`src/rtl/uart_tx_serializer.sv`:
```
// Byte FIFO feeding an 8N1 UART transmitter (LSB first, CLKS_PER_BIT cycles per bit).
// Optional macro UART_TX_PARITY_EN inserts an even-parity bit between data and stop.
module uart_tx_serializer #(
  parameter int unsigned CLKS_PER_BIT = 16,
  parameter int unsigned FIFO_DEPTH   = 8,
  parameter int unsigned BYTE_WIDTH   = 8
) (
  input  logic                  i_clk,
  input  logic                  i_rst,
  input  logic                  i_valid,
  input  logic [BYTE_WIDTH-1:0] i_data,
  output logic                  o_tx,
  output logic                  o_busy,
  output logic                  o_full,
  output logic                  o_overflow
);

  localparam int unsigned PTR_W  = $clog2(FIFO_DEPTH);
  localparam int unsigned CNT_W  = PTR_W + 1;
  localparam int unsigned BAUD_W = (CLKS_PER_BIT > 1) ? $clog2(CLKS_PER_BIT) : 1;
  localparam int unsigned BIT_W  = (BYTE_WIDTH > 1) ? $clog2(BYTE_WIDTH) : 1;

  typedef enum logic [2:0] {
    S_IDLE,
    S_START,
    S_DATA,
`ifdef UART_TX_PARITY_EN
    S_PARITY,
`endif
    S_STOP
  } state_t;

  state_t                state_q, state_d;
  logic [BYTE_WIDTH-1:0] fifo_mem [FIFO_DEPTH];
  logic [PTR_W-1:0]      wr_ptr_q, rd_ptr_q;
  logic [CNT_W-1:0]      count_q;
  logic [BAUD_W-1:0]     baud_q, baud_d;
  logic [BIT_W-1:0]      bit_q, bit_d;
  logic [BYTE_WIDTH-1:0] shift_q, shift_d;
  logic                  tx_q, tx_d;
  logic                  ovf_q;
  logic                  fifo_empty, fifo_full;
  logic                  push, pop, baud_end;
`ifdef UART_TX_PARITY_EN
  logic                  par_q, par_d;
`endif

  assign fifo_empty = (count_q == '0);
  assign fifo_full  = (count_q == CNT_W'(FIFO_DEPTH));
  assign baud_end   = (baud_q == BAUD_W'(CLKS_PER_BIT - 1));
  // A pop on the same edge frees a slot, so a full FIFO can still accept.
  assign push       = i_valid && (!fifo_full || pop);

  always_ff @(posedge i_clk) begin
    if (push) begin
      fifo_mem[wr_ptr_q] <= i_data;
    end
  end

  always_ff @(posedge i_clk or posedge i_rst) begin
    if (i_rst) begin
      wr_ptr_q <= '0;
      rd_ptr_q <= '0;
      count_q  <= '0;
      ovf_q    <= 1'b0;
    end else begin
      if (push) wr_ptr_q <= wr_ptr_q + 1'b1;
      if (pop)  rd_ptr_q <= rd_ptr_q + 1'b1;
      unique case ({push, pop})
        2'b10:   count_q <= count_q + 1'b1;
        2'b01:   count_q <= count_q - 1'b1;
        default: count_q <= count_q;
      endcase
      ovf_q <= i_valid && fifo_full && !pop;
    end
  end

  always_ff @(posedge i_clk or posedge i_rst) begin
    if (i_rst) begin
      state_q <= S_IDLE;
      baud_q  <= '0;
      bit_q   <= '0;
      shift_q <= '0;
      tx_q    <= 1'b1;
`ifdef UART_TX_PARITY_EN
      par_q   <= 1'b0;
`endif
    end else begin
      state_q <= state_d;
      baud_q  <= baud_d;
      bit_q   <= bit_d;
      shift_q <= shift_d;
      tx_q    <= tx_d;
`ifdef UART_TX_PARITY_EN
      par_q   <= par_d;
`endif
    end
  end

  always_comb begin
    state_d = state_q;
    baud_d  = baud_q;
    bit_d   = bit_q;
    shift_d = shift_q;
    pop     = 1'b0;
    tx_d    = 1'b1;
`ifdef UART_TX_PARITY_EN
    par_d   = par_q;
`endif
    unique case (state_q)
      S_IDLE: begin
        if (!fifo_empty) begin
          pop     = 1'b1;
          shift_d = fifo_mem[rd_ptr_q];
`ifdef UART_TX_PARITY_EN
          par_d   = ^fifo_mem[rd_ptr_q];
`endif
          baud_d  = '0;
          state_d = S_START;
        end
      end
      S_START: begin
        if (baud_end) begin
          baud_d  = '0;
          bit_d   = '0;
          state_d = S_DATA;
        end else begin
          baud_d = baud_q + 1'b1;
        end
      end
      S_DATA: begin
        if (baud_end) begin
          baud_d = '0;
          if (bit_q == BIT_W'(BYTE_WIDTH - 1)) begin
`ifdef UART_TX_PARITY_EN
            state_d = S_PARITY;
`else
            state_d = S_STOP;
`endif
          end else begin
            bit_d   = bit_q + 1'b1;
            shift_d = shift_q >> 1;
          end
        end else begin
          baud_d = baud_q + 1'b1;
        end
      end
`ifdef UART_TX_PARITY_EN
      S_PARITY: begin
        if (baud_end) begin
          baud_d  = '0;
          state_d = S_STOP;
        end else begin
          baud_d = baud_q + 1'b1;
        end
      end
`endif
      S_STOP: begin
        if (baud_end) begin
          baud_d = '0;
          if (!fifo_empty) begin
            pop     = 1'b1;
            shift_d = fifo_mem[rd_ptr_q];
`ifdef UART_TX_PARITY_EN
            par_d   = ^fifo_mem[rd_ptr_q];
`endif
            state_d = S_START;
          end else begin
            state_d = S_IDLE;
          end
        end else begin
          baud_d = baud_q + 1'b1;
        end
      end
      default: state_d = S_IDLE;
    endcase

    // Line level is registered from the next state so it changes on the same edge as the FSM.
    unique case (state_d)
      S_START:  tx_d = 1'b0;
      S_DATA:   tx_d = shift_d[0];
`ifdef UART_TX_PARITY_EN
      S_PARITY: tx_d = par_d;
`endif
      default:  tx_d = 1'b1;
    endcase
  end

  assign o_tx       = tx_q;
  assign o_busy     = !fifo_empty || (state_q != S_IDLE);
  assign o_full     = fifo_full;
  assign o_overflow = ovf_q;

endmodule

```
`config.mk`:
```
export PLATFORM = sky130hd
export DESIGN_NAME = uart_tx_serializer
export DESIGN_NICKNAME = d
export VERILOG_FILES = /design/src/rtl/uart_tx_serializer.sv
export SDC_FILE = /design/constraint.sdc
export NUM_CORES = 1
export LEC_CHECK = 0
export BUFFER_PORTS_ARGS = -buffer_cell sky130_fd_sc_hd__buf_2
export CORE_MARGIN = 3
export CORE_UTILIZATION = 40
export CTS_BUF_LIST = sky130_fd_sc_hd__clkbuf_16
export DETAILED_ROUTE_END_ITERATION = 10
export GPL_TIMING_DRIVEN = 1
export RECOVER_POWER = 100
export SKIP_CTS_REPAIR_TIMING = 1
export SLEW_MARGIN = 5
export SYNTH_ARGS = -nofsm -noshare
export SYNTH_HDL_FRONTEND = slang
export SYNTH_SLANG_ARGS = --single-unit
```
`constraint.sdc`:
```
create_clock -name i_clk -period 3.9 [get_ports i_clk]
set_input_delay 0 -clock i_clk [delete_from_list [all_inputs] [get_ports i_clk]]
set_output_delay 0 -clock i_clk [all_outputs]
set_load 0.05 [all_outputs]
```
# Yosys cells after proc, flatten, opt, wreduce, memory -nomap -nowiden
# Memories as Yosys holds them, arrays and structs flattened.
# Index checks and enable logic that the tools add are counted.
# W data, S select, Z words.
[word_totals]
regBits = 30
mem_bits_rw = 64
input_bits = 11
output_inout_bits = 4
word_cells = 77
mem_count = 1
[op_classes]
addsub = 6
n_eq_ne = 15
n_mux = 26
reduce_logical = 19
[mem_list]
columns = ["name", "depth", "word_bits", "rd", "rd_clocked_by_memory_dff", "wr", "line_no", "text"]
rows = [
  ["fifo_mem", 8, 8, 1, 0, 1, "34", "logic [BYTE_WIDTH-1:0] fifo_mem [FIFO_DEPTH];"],
]
[ops]
columns = ["op", "n"]
rows = [
  ["$mux W8", 4],
  ["$mux W3", 8],
  ["$pmux W8 S3", 1],
  ["$pmux W4 S2", 2],
  ["$pmux W3 S4", 1],
  ["$ne A2 B2 Y1 const B", 5],
  ["$add A3 B1 Y3 const B", 3],
  ["$eq A3 B2 Y1 const B", 3],
  ["$add A4 B1 Y4 const B", 2],
  ["$eq A4 B4 Y1 const B", 2],
  ["$mux W4", 2],
  ["$reduce_and A4 Y1", 2],
  ["$eq A3 B1 Y1 const B", 2],
  ["$pmux W3 S2", 1],
  ["$reduce_bool A2 Y1", 3],
  ["$reduce_bool A3 Y1", 2],
  ["$mux W1", 5],
  ["$logic_not A4 Y1", 1],
  ["$pmux W1 S2", 2],
  ["$sub A4 B1 Y4 const B", 1],
  ["$eq A3 B3 Y1 const B", 1],
  ["$logic_and A1 B1 Y1", 3],
  ["$logic_not A1 Y1", 3],
  ["$logic_not A3 Y1", 1],
  ["5 further kinds", 6],
]

# Longest topological paths before layout
# Gate-level depths: netlist (run 1).
[depth]
depth_word = 8
mapped_depth = 12
depth_no_buf = 12

# Worst setup path after synthesis (run 1)
# OpenSTA, ideal clock, no wires.
[synth_timing]
kind = "register to register"
start = "reg count_q[1]"
end = "reg count_q[2]"
setup_time_ns = 0.128
arrival_ns = 3.006
required_ns = 3.772
path_slack_ns = 0.766
stages_incl_launch_ff = 12
n_path_buf = 1
synth_period_minus_slack_ns = 3.134
path_cell_list = "dfrtp_1 > buf_2 > nor4b_2 > o211ai_2 > nand2_2 > ha_1 > xor2_1 > ha_1 > a21oi_1 > xor2_1 > nor2_1 > xor2_1"
[synth_between]
elab_cells_between_ends = 14
classes_between = "add/sub: 2; eq/ne: 3; mux: 4; reduce/logical: 5"
[synth_rtl]
columns = ["element", "line_no", "text"]
rows = [
  ["start: declaration", "36", "logic [CNT_W-1:0] count_q;"],
  ["start signal: assignment", "70", "2'b10: count_q <= count_q + 1'b1;"],
  ["start signal: assignment", "71", "2'b01: count_q <= count_q - 1'b1;"],
  ["start signal: assignment", "72", "default: count_q <= count_q;"],
  ["$eq A4 B4 Y1 (*)", "49", "assign fifo_full = (count_q == CNT_W'(FIFO_DEPTH));"],
  ["via o_full", "14", "output logic o_full,"],
  ["$logic_not A1 Y1 (*)", "52", "assign push = i_valid && (!fifo_full || pop);"],
  ["$logic_or A1 B1 Y1 (*)", "52", ""],
  ["$logic_and A1 B1 Y1 (*)", "52", ""],
  ["$eq A2 B1 Y1 or $eq A2 B2 Y1 (tied branches)", "69", "unique case ({push, pop})"],
  ["$pmux W4 S2 or $reduce_bool A2 Y1 (tied branches)", "n/a", ""],
]
# The timed path passes the listed nets; every way through them passes the cells marked *.
# A chain may end at the register's enable or synchronous reset.

# Worst setup path after layout (run 1)
[layout_timing]
start = "reg baud_q[0]"
end = "reg count_q[2]"
[layout_between]
elab_chain_cells = 7
elab_cells_between_ends = 9
classes_between = "eq/ne: 3; mux: 3; reduce/logical: 3"
[layout_rtl]
columns = ["element", "line_no", "text"]
rows = [
  ["start: declaration", "37", "logic [BAUD_W-1:0] baud_q, baud_d;"],
  ["start signal: assignment", "90", "baud_q <= baud_d;"],
  ["$eq A4 B4 Y1 (*)", "50", "assign baud_end = (baud_q == BAUD_W'(CLKS_PER_BIT - 1));"],
  ["$mux W1 (*)", "159", "if (baud_end) begin"],
  ["$pmux W1 S2 (*)", "110", "unique case (state_q)"],
  ["$logic_or A1 B1 Y1", "52", ""],
  ["$logic_and A1 B1 Y1", "52", ""],
  ["$eq A2 B1 Y1 or $eq A2 B2 Y1 (tied branches)", "69", ""],
  ["$pmux W4 S2 or $reduce_bool A2 Y1 (tied branches)", "n/a", ""],
]
# Mark *: on every way between the ends. The rest lies on a longest branch, timed or not.

==> results of run 1 <==
==> logic make-up after synthesis <==
kind of cell	share of synthesized area [%]
AOI/OAI and AO/OA	6.90
xor gates and xnor gates	2.13
adders and majority gates	2.43
buffers and inverters	2.22
DFF	65.0
muxes	12.3
other	0.0912
and+or+nand+nor	8.88
==> per-layer routing <==
layer | routed length [um] | GRT usage, % | up-vias
met2 | 3450 | 21.1 | 34
met5 | 0 | 0 | -
met3 | 215 | 3.24 | 10
met1 | 3570 | 19.6 | 1146
li1 | - | - | 1056
met4 | 128 | 5.95 | 0
==> worst min-delay path by stage <==
stage,from,endpoint,slack [ns],cells past startpoint
final,shift_q[7],shift_q[7],0.50,1
after global routing,shift_q[7],shift_q[7],0.52,1
after CTS,i_rst,baud_q[3],-0.27,3
after detailed placement,i_rst,baud_q[3],0.11,3
after global placement,i_rst,baud_q[3],0.10,3
after floorplan,i_rst,baud_q[0],0.09,1
==> cell usage in the layout (no fill, tap or decap), types with 7 or more instances in the layout <==
master,instances
mux4_2,16
o21ai_0,7
clkbuf_1,21
dlygate4sd3_1,10
edfxtp_1,64
ha_1,8
mux2i_1,8
nor3_1,9
clkbuf_16,9
dfrtp_1,29
nor2_1,10
==> through the flow <==
step                      setup WS (ns)  cells  hold slack, ns
after CTS                          1.22    411          -0.272
after global placement             1.32    395           0.101
after global routing              0.760    421           0.523
after detailed placement           1.24    395           0.108
after floorplan                   0.766    250          0.0901
final                              1.01    421           0.496
==> state kept, by name (all words and copies together), names as in the netlist <==
| name | flops |
|---|---|
| fifo_mem | 64 |
| shift_q | 8 |
| baud_q | 4 |
| count_q | 4 |
| bit_q | 3 |
| rd_ptr_q | 3 |
| state_q | 3 |
| wr_ptr_q | 3 |
| o_overflow | 1 |
| o_tx | 1 |
==> synth_stat cells, types with 3 or more instances <==
cell,n
mux2i_1,8
ha_1,8
nand3_1,3
dfrtp_1,29
nand2_1,5
edfxtp_1,64
o21ai_1,4
mux2_2,4
a22o_1,3
a21oi_1,4
o21ai_0,4
mux4_2,16
nor3b_1,5
inv_1,3
xnor2_1,4
xor2_1,6
a221o_1,6
nor3_1,9
buf_2,4
nor2_1,10
==> area by class of cell <==
cell class / instances / area [um^2] / area share, %
Inverter: 5 / 18.8 / 0.405
Clock inverter: 7 / 62.6 / 1.35
Clock buffer: 9 / 225 / 4.86
Timing Repair Buffer: 34 / 196 / 4.24
Tap cell: 133 / 166 / 3.59
Sequential cell: 94 / 2670 / 57.7
Multi-Input combinational cell: 139 / 1290 / 27.8
==> power breakdown <==
group	total, W	switching (W)	leakage [nW]	internal, W
clock network	0.000842	0.000395	0.144	0.000447
logic	0.000770	0.000355	0.553	0.000415
registers	0.00152	0.000239	0.955	0.00128
total	0.00313	0.000989	1.65	0.00214
==> results.ini, run 1 <==
[outcome]
status = finished with violations
violations = capacitance limit, slew limit

[placed_design]
dpl_cell_area_um2 = 4370
gp_congestion = 0.804
port_buffers = 14
dp_hpwl_um = 4810

[global_route]
grt_pass1_wl_um = 12000
grt_overflow = 0
grt_pass1_vias = 2175
antenna_found_initial = 0
grt_usage_pct = 14.0
grt_max_degree = 31

[clock_tree]
cts_buffer_depth = 2
clk_pin_slew_ns = 0.07
cts_sinks = 94
htree_levels = 3
cts_made_buffers = 9
cts_tree = done
cts-root-buf = clkbuf_16
clock_latency_ns = 0.34

[yosys]
ys.warnings.count = 0
synth_area_leaders = edfxtp_1 47%, dfrtp_1 18%, mux4_2 8.8%
syn_nets = 269
synth_ff_type = edfxtp_1
synthArstFlopShare_pct = 31.9
synth_seq_area_share_pct = 65.0
synth_top_area_share_pct = 46.7
ys_types = 57
synth_top_cell_by_area = edfxtp_1
syn_area_per_cell_um2 = 16.5
synth_area_um2 = 4110
netlist_instances = 250
synth_edf_count = 64
ys_ff_latch = 94

[critical_path]
worstReg2RegEnd = count_q[2]
critPathBufInv = 0
slowest_stage = dfrtp_1
cp-end-kind = register
crit_chain = ha_1, nand4_1, o211ai_1, nand2_1, ha_1, xor2_1, ha_1, a21oi_1, xor2_1, nor2_1, xor2_1
slowest_delay_ns = 0.38
reg2reg_from = baud_q[0]
crit_end = count_q[2]
cp.depth = 11
arrival_ns = 3.11
cp.required_ns = 4.12
critical_path.top_delay_family = adder cells
r2r_slack_ns = 1.01
worstSetupPathType = register to register
startpoint_type = register
startpoint = baud_q[0]
worstRegToRegCells = 11
path_max_fanout = 8

[finish]
drive_gt1_share_pct = 15.6
nets = 302
stdcell_area_um2 = 4630
antennaDiodeCount = 0
synthToLayoutAreaGrowth_pct = 12.6
final_util_pct = 46.9
n_fill_cell = 839

[timing]
setup_viol = 0
worst_pin_slew_ns = 1.68
fin_tns_setup_ns = 0
fin_crit_sh_pct = 74.0
grt_setup_unrepaired = false
period_needed_ns = 2.89
finClkSkew_ns = 0.00980
maxSlewViolCount = 31
fmax_mhz = 347
max-slew-margin-rel_pct = -12.1
finalHoldViolCount = 0

[route]
dr.first_iter.drc_count = 111
wirelength_um = 7370
vias = 2246
ant_nets = 0
via_per_inst = 5.33
wl_per_cell_um = 17.5
drt-pass1-iter-count = 4
drc = 0

[pwr]
ir_worst_vdd_mv = 0.222
power.leakage_nw = 1.65
powerDensity_nw_per_um2 = 676
p_total_w = 0.00313

[floorplan]
rows = 36
die_height_um = 107
core-area_um2 = 9860
die_area_um2 = 11500
io_pins = 15
die_w_um = 107
initial_core_util_pct = 41.7

[min_path]
holdCritPathClass = register to register

[run]
drv_cap = 1

Power figures use the tool's default switching activity.
==> run 2: changes to the inputs <==
- clock period: 3.9 -> 2.37 ns (I/O delays scaled with it)
==> run 2 against run 1 <==
The run still ends with capacitance limit, slew limit left; wire length grew 6.2%; clock power is 79% higher; utilization increased by 3.7 points; critical path depth fell by 1; via count up 4.6%; register-to-register slack worse by 0.89 ns; cell area up 8.0%; clock skew down 0.0020 ns; flip-flop and latch count stayed put; non-clock buffer count increased by 24.
==> results.ini, run 2 (same netlist as run 1, synthesis figures left out) <==
[clock_tree]
clk_pin_slew_ns = 0.06  ; about the same
cts_buffer_depth = 2  ; unchanged
cts_sinks = 94  ; unchanged
cts_tree = done
cts-root-buf = clkbuf_16
htree_levels = 3  ; unchanged
cts_made_buffers = 9  ; unchanged
clock_latency_ns = 0.33  ; about the same

[finish]
nets = 326  ; +7.9%
layout_commonest_cell = edfxtp_1
synthToLayoutAreaGrowth_pct = 21.5
largest_register = fifo_mem
drive_gt1_share_pct = 30.1  ; +15 points
largest_reg_flops = 64  ; unchanged
reg.largest.list = fifo_mem: 64 flops, shift_q: 8 flops
instances_no_fill = 445  ; +5.7%
mostFrequentLayoutCells = 64 x edfxtp_1, 30 x buf_4, 28 x dfrtp_1, 16 x mux4_2, 13 x clkbuf_1
antennaDiodeCount = 0  ; unchanged

[critical_path]
startpoint_type = register
worstReg2RegEnd = count_q[2]
startpoint = count_q[2]
worstRegToRegCells = 10  ; -1
cp-end-kind = register
path_max_fanout = 5  ; -3
arrival_ns = 2.45  ; -0.66 ns
r2r_slack_ns = 0.12  ; -0.89 ns
cp.required_ns = 2.57  ; -1.55 ns
worstSetupPathType = register to register
crit_end = count_q[2]
reg2reg_from = count_q[2]

[min_path]
holdCritPathClass = input pin to register
hold_path.startpoint = i_valid

[global_route]
grt_pass1_vias = 2392  ; +10%
grt_max_degree = 31  ; unchanged
antenna_found_initial = 0  ; unchanged
grt_overflow = 0  ; unchanged
grt_usage_pct = 14.8  ; +0.82 points
grt_pass1_wl_um = 12700  ; +6.0%

[timing]
finalHoldViolCount = 0  ; unchanged
fin_crit_sh_pct = 94.9  ; +21 points
period_needed_ns = 2.25  ; -0.636 ns
maxSlewViolCount = 31  ; unchanged
fmax_mhz = 444  ; +28%
max-slew-margin-rel_pct = -10.8  ; +1.3 points
finClkSkew_ns = 0.00779  ; -0.00201 ns
setup_viol = 0  ; unchanged
setup_slack_ns = 0.120  ; -0.894 ns
worst_pin_slew_ns = 1.66  ; -0.0200 ns
hold_slack_ns = 0.00630  ; -0.490 ns
fin_tns_setup_ns = 0  ; unchanged

[placed_design]
dp_slack_ns = 0.115  ; -1.12 ns
dp_hpwl_um = 5030  ; +4.6%
gp_congestion = 0.756  ; -6.0%
dp_cells = 416  ; +5.3%
port_buffers = 14  ; unchanged

[route]
drc = 0  ; unchanged
ant_nets = 0  ; unchanged
wl_per_cell_um = 17.6  ; +0.51%
drt-pass1-iter-count = 5  ; +1
dr.first_iter.drc_count = 148  ; +33%
wirelength_um = 7830  ; +6.2%
vias = 2350  ; +4.6%
via_per_inst = 5.28  ; -1.0%

[pwr]
power.leakage_nw = 1.86  ; +13%
p_int_w = 0.00390  ; +82%
p_sw_share_pct = 29.7  ; -1.9 points
combPwrFrac_pct = 30.8  ; +6.2 points
power_switching_w = 0.00165  ; +67%
ir_worst_vdd_mv = 0.543  ; +140%
p_clk_share_pct = 27.2  ; +0.3 points
powerDensity_nw_per_um2 = 1110  ; +64%
seqPwrFrac_pct = 42.0  ; -6.5 points

[floorplan]
die_w_um = 107  ; unchanged
die_area_um2 = 11500  ; unchanged
initial_core_util_pct = 41.7  ; unchanged
rows = 36  ; unchanged
io_pins = 15  ; unchanged
core-area_um2 = 9860  ; unchanged
die_height_um = 107  ; unchanged

[run]
drv_cap = 1  ; unchanged

[outcome]
status = finished with violations
violations = capacitance limit, slew limit

-- run 2: worst min-delay path by stage --
stage,end,slack [ns],cells after the start
2_1_floorplan,baud_q[0],0.09,1
3_3_place_gp,count_q[3],0.1,3
3_5_place_dp,count_q[0],0.10,3
4_1_cts,wr_ptr_q[0],-0.26,3
5_1_grt,o_overflow,0.003,2
6_report,wr_ptr_q[2],0.006,3
-- run 2: power by group through the flow --
| stage | sequential [W] | combinational (W) | clock [W] |
|---|---|---|---|
| 4_1_cts | 0.00233 | 0.00172 | 0.00155 |
| 3_3_place_gp | 0.00236 | 0.00170 | 0 |
| 6_report | 0.00233 | 0.00171 | 0.00151 |
| 3_5_place_dp | 0.00237 | 0.00172 | 0 |
| 2_1_floorplan | 0.00231 | 0.00125 | 0 |
| 5_1_grt | 0.00238 | 0.00189 | 0.00162 |
-- run 2: per-stage QoR --
stage / power (W) / util [%] / instance area (um^2)
2_1_floorplan: 0.00356 / - / 4150
3_3_place_gp: 0.00406 / 46.3 / 4570
3_5_place_dp: 0.00409 / 46.3 / 4570
4_1_cts: 0.00561 / 49.5 / 4880
5_1_grt: 0.00588 / 50.7 / 5000
6_report: 0.00555 / 50.7 / 5000
-- run 2: area by class of cell --
type	count	area, um^2
clock buffer	9	225
clock inverter	7	92.6
fill	836	4860
inverter	5	21.3
multi-input combinational	139	1400
sequential	94	2680
tap	133	166
timing repair buffer	58	415
-- run 2: routing by layer --
metal	vias to the layer above	part of all wire (%)	global-route usage, %
li1	1103	-	-
met1	1200	45	19.4
met2	39	50	24.6
met3	8	3.1	3.24
met4	0	1.6	5.05
met5	-	0	0
-- run 2: worst max-delay path, stage by stage (launching register included) --
cell and delay, ns:
dfrtp_2 0.39, or4_1 0.57, nand2b_4 0.12, inv_4 0.05, ha_4 0.17, xor2_1 0.16
ha_2 0.17, a21oi_2 0.11, xor2_1 0.16, nor2_1 0.06, xor2_1 0.16
